[src/rtl/fnd_scan_controller.sv]
// rtl/fnd_scan_controller.sv - 4-digit FND scan controller with frame snapshot and per-slot blanking gap
// Optional leading-zero blanking: define FND_LZB_EN.
module fnd_scan_controller #(
    parameter int P_DIV   = 100000,
    parameter int P_BLANK = 1000
) (
    input  logic        i_clk,
    input  logic        i_reset,
    input  logic        i_run,
    input  logic [15:0] i_bcd_value,
    output logic [1:0]  o_DigitSelect,
    output logic        o_En,
    output logic [3:0]  o_bcd,
    output logic        o_frame_start
);

    localparam int CW = (P_DIV > 2) ? $clog2(P_DIV) : 1;
    localparam logic [CW-1:0] CNT_LAST   = CW'(P_DIV - 1);
    localparam logic [CW-1:0] BLANK_LAST = CW'((P_BLANK == 0) ? 0 : P_BLANK - 1);

    typedef enum logic [1:0] {
        S_IDLE  = 2'd0,
        S_BLANK = 2'd1,
        S_SHOW  = 2'd2
    } state_t;

    localparam state_t SLOT_START = (P_BLANK == 0) ? S_SHOW : S_BLANK;

    state_t        state_q, state_d;
    logic [CW-1:0] cnt_q, cnt_d;
    logic [1:0]    sel_q, sel_d;
    logic [15:0]   snap_q, snap_d;
    logic          en_q, en_d;
    logic [3:0]    bcd_q, bcd_d;
    logic          fs_q, fs_d;
    logic          hide;

    always_comb begin
        state_d = state_q;
        cnt_d   = cnt_q;
        sel_d   = sel_q;
        snap_d  = snap_q;
        fs_d    = 1'b0;
        if (!i_run) begin
            state_d = S_IDLE;
            cnt_d   = '0;
            sel_d   = 2'd0;
        end else begin
            case (state_q)
                S_IDLE: begin
                    state_d = SLOT_START;
                    cnt_d   = '0;
                    sel_d   = 2'd0;
                    snap_d  = i_bcd_value;
                    fs_d    = 1'b1;
                end
                default: begin
                    if (cnt_q == CNT_LAST) begin
                        state_d = SLOT_START;
                        cnt_d   = '0;
                        sel_d   = sel_q + 2'd1;
                        // Frame wrap: new snapshot taken together with the digit 0 slot
                        if (sel_q == 2'd3) begin
                            snap_d = i_bcd_value;
                            fs_d   = 1'b1;
                        end
                    end else begin
                        cnt_d = cnt_q + 1'b1;
                        if (state_q == S_BLANK && cnt_q == BLANK_LAST) begin
                            state_d = S_SHOW;
                        end
                    end
                end
            endcase
        end
    end

`ifdef FND_LZB_EN
    always_comb begin
        case (sel_d)
            2'd1:    hide = (snap_d[15:4] == 12'h000);
            2'd2:    hide = (snap_d[15:8] == 8'h00);
            2'd3:    hide = (snap_d[15:12] == 4'h0);
            default: hide = 1'b0;
        endcase
    end
`else
    assign hide = 1'b0;
`endif

    // Outputs are derived from next-state values so select, nibble and enable move on one edge
    assign en_d  = (state_d == S_SHOW) && !hide;
    assign bcd_d = snap_d[{sel_d, 2'b00} +: 4];

    always_ff @(posedge i_clk or posedge i_reset) begin
        if (i_reset) begin
            state_q <= S_IDLE;
            cnt_q   <= '0;
            sel_q   <= 2'd0;
            snap_q  <= 16'h0000;
            en_q    <= 1'b0;
            bcd_q   <= 4'h0;
            fs_q    <= 1'b0;
        end else begin
            state_q <= state_d;
            cnt_q   <= cnt_d;
            sel_q   <= sel_d;
            snap_q  <= snap_d;
            en_q    <= en_d;
            bcd_q   <= bcd_d;
            fs_q    <= fs_d;
        end
    end

    assign o_DigitSelect = sel_q;
    assign o_En          = en_q;
    assign o_bcd         = bcd_q;
    assign o_frame_start = fs_q;

endmodule

[config.mk]
export PLATFORM = sky130hd
export DESIGN_NAME = fnd_scan_controller
export DESIGN_NICKNAME = d
export VERILOG_FILES = /design/src/rtl/fnd_scan_controller.sv
export SDC_FILE = /design/constraint.sdc
export NUM_CORES = 1
export LEC_CHECK = 0
export ABC_AREA = 1
export ABC_CLOCK_PERIOD_IN_PS = 1500
export CORE_AREA = 2 2 70 72
export DETAILED_ROUTE_END_ITERATION = 8
export DIE_AREA = 0 0 72 74
export GPL_TIMING_DRIVEN = 0
export PLACE_DENSITY = 0.79
export SYNTH_ARGS = -nofsm -noshare
export SYNTH_HDL_FRONTEND = slang
export SYNTH_SLANG_ARGS = --single-unit
export TNS_END_PERCENT = 1
[constraint.sdc]
create_clock -name i_clk -period 1.5 [get_ports i_clk]
set_input_delay 0.15 -clock i_clk [delete_from_list [all_inputs] [get_ports i_clk]]
set_output_delay 0.15 -clock i_clk [all_outputs]
set_load 0.01 [all_outputs]
==> results.yml <==
routing:
  post_drt_via_cell_ratio: 5.30
  wl_um: 4840
  dr.pass1.iters: 4
  drc: 0
  vias: 1891
  avgRoutedWirePerCell_um: 13.6
  ant_nets: 0
  drt-initial-drc-count: 189
pwr:
  vdd_drop_max_uv: 504
  power.leakage_uw: 0.00136
  power.density_nw_per_um2: 848
sta:
  fmax_mhz: 568
  final.min_clock_period_ns: 1.76
  setup_ws_ns: -0.259
  tightestPinTransition_ns: 0.882
  setup_viol: 31
  skew_ns: 0.0103
  hold_viol: 0
  drv_slew: 0
  post-route-period-util_pct: 117
  slew_headroom_pct: 41.1
  rsz0062_at_grt: "true"
  setup_tns_ns: -2.47
setup_path:
  path_class: "reg2reg"
  crit_path_start_kind: "flip-flop"
  cp_max_fo: 6
  r2r_slack_ns: -0.26
  cp-end-kind: "flip-flop"
  crit_slowest_cell: "dfrtp_1"
  critical-path-max-stage-delay_ns: 0.41
  required_ns: 1.69
  cp_cell_sequence: "nor2_2 -> nand2_2 -> nor2_4 -> nand3_4 -> nand2_8 -> nand2_8 -> clkbuf_16 -> nand2_2 -> nand3_1 -> nand3_1 -> nand2_1"
  crit_arrival_ns: 1.95
clocking:
  clkTransAtPathRegs_ns: 0.08
  root_buffer: "clkbuf_8"
  cts_tree: "yes"
  cts_made_buffers: 5
  clock_path_buffers: 2
  cts_sinks: 43
  insertion_delay_ns: 0.30
  htreeDepth: 2
  ctsHoldBuffers: 0
synthesis:
  synth_ff_type: "dfrtp_1"
  synth_edf_count: 0
  avgSynthCellArea_um2: 8.45
  synth_top_cell_area_share_pct: 50.1
  synthArstFlopShare_pct: 100
  synthTopCellsByCount: "nand3_1 (51), nand2_1 (50), dfrtp_1 (43), inv_1 (29), nor2_1 (25)"
  ys_ff_latch: 43
  synth.distinct_cells: 26
  synth_most_common_cell: "nand3_1"
  yosysTopAreaCell: "dfrtp_1"
  ys_seq_area_share_pct: 50.1
  synthCells: 254
  synth_area_leaders: "dfrtp_1 (50%), nand3_1 (12%), nand2_1 (8.7%)"
  yosysWarnings: 0
  syn-num-nets: 276
  syn_area_um2: 2150
final_layout:
  fillers: 348
  nets: 326
  syn_to_final_growth_pct: 32.9
  drive_above_1_share_pct: 25.1
  stdcell_count: 357
  finish.utilization_pct: 62.0
  seqCellArea_um2: 1080
  antenna_cells: 0
  multi_input_comb_area_um2: 1060
grt:
  gr-max-usage-layer: "met2"
  grt_usage_pct: 19.2
  use_met2_pct: 31.1
  grtUsageMet3_pct: 4.20
  gr-usage-met1_pct: 25.2
  grt_max_degree: 44
  first_global_vias: 1860
  antenna_found_initial: 0
  grt_pass1_wl_um: 7940
  grt_overflow: 0
die:
  dieArea_um2: 5330
  core_um2: 4600
  die_y_um: 74
  ioPinCount: 27
  dieWidth_um: 72
  initial_core_util_pct: 46.7
  num_rows: 25
hold_path:
  hold_path_class: "in2async"
place:
  io_buffers: 26
  dp.cells: 334
  place_congestion: 0.835
  hpwl_um: 3060
status:
  violations: "setup timing"
  outcome: "finished, violations left"
flow_run:
  drv_cap: 0
[placed cells by master (no fill, tap or decap), types with 3 or more instances in the layout]
master           count
nand2_1             47
clkdlybuf4s50_1     26
inv_2                7
a21oi_1              7
buf_6                3
nor2_4               7
inv_1               23
clkbuf_8             5
nand2_4              3
nor3_2               4
buf_4               13
nor2_1              23
o21ai_1              3
nand4_1              3
nand3_2              9
nand2_2             10
dfrtp_1             42
nand3_1             42
[power breakdown]
| part | internal (µW) | leakage, µW | switching (µW) |
|---|---|---|---|
| sequential | 1260 | 0.000565 | 38.9 |
| combinational | 196 | 0.000759 | 232 |
| clock | 311 | 0.0000371 | 375 |
[sequential cells by signal (all words and copies together), names as in the netlist]
| register | count |
|---|---|
| o_bcd | 4 |
| cnt_q | 17 |
| snap_q | 16 |
| state_q | 2 |
| o_frame_start | 1 |
| o_DigitSelect | 2 |
| o_En | 1 |
[routing by layer]
| metal | routed length (µm) | vias to the layer above |
|---|---|---|
| met3 | 330 | 10 |
| li1 | - | 925 |
| met2 | 2360 | 67 |
| met1 | 2050 | 889 |
| met5 | 0 | - |
| met4 | 104 | 0 |
[what timing repair did]
| action | CTS | global route |
|---|---|---|
| hold endpoints to repair | 0 | 0 |
| setup endpoints to repair | 33 | 40 |
| pin swaps | 6 | 12 |
| setup buffers | 9 | 6 |
| resized for setup | 23 | 18 |
| cloned | 0 | 2 |
[final timing paths]
check,from,end,cells past startpoint
max,cnt_q[13],o_bcd[0],11
min,i_reset,o_DigitSelect[1],2
max reg2reg,cnt_q[13],o_bcd[0],11
min reg2reg,snap_q[0],snap_q[0],2
max in group asynchronous,i_reset,cnt_q[5],2
min in group i_clk,i_bcd_value[1],snap_q[1],3
[cells by family (layout without fill, tap and decap cells)]
family,after synthesis,count (layout),share of synthesized area [%]
flip-flops,43,43,50.1
XOR/XNOR,2,2,0.816
AO/OA/AOI/OAI,14,14,3.56
adder cells (fa/ha/maj),3,3,1.75
AND/OR/NAND/NOR,158,159,37.0
buffers and inverters,34,82,6.71
[critical path: cells and delay by family, from the launching register on]
| kind | cells | cell delay (ns) |
|---|---|---|
| and+or+nand+nor | 10 | 1.07 |
| DFF | 1 | 0.41 |
| buffers and inverters | 1 | 0.17 |
[layout make-up]
cell class	count	share of cell area [%]
buffer	3	1.49
inverter	31	4.17
multi-input combinational	178	37.1
tap	54	2.37
timing repair buffer	42	14.5
sequential	43	37.8
clock buffer	6	2.54
[through the flow]
step | setup slack (ns) | hold slack (ns) | total power (µW) | instance area, µm²
after floorplan | -0.0191 | 0.319 | 1550 | 2160
after global placement | -0.531 | 0.448 | 1690 | 2480
after detailed placement | -0.300 | 0.454 | 1700 | 2480
after CTS | -0.159 | 0.410 | 2380 | 2720
after global routing | -0.377 | 0.457 | 2540 | 2850
final | -0.259 | 0.359 | 2420 | 2850
No activity file was read; power rests on OpenSTA's default activity.
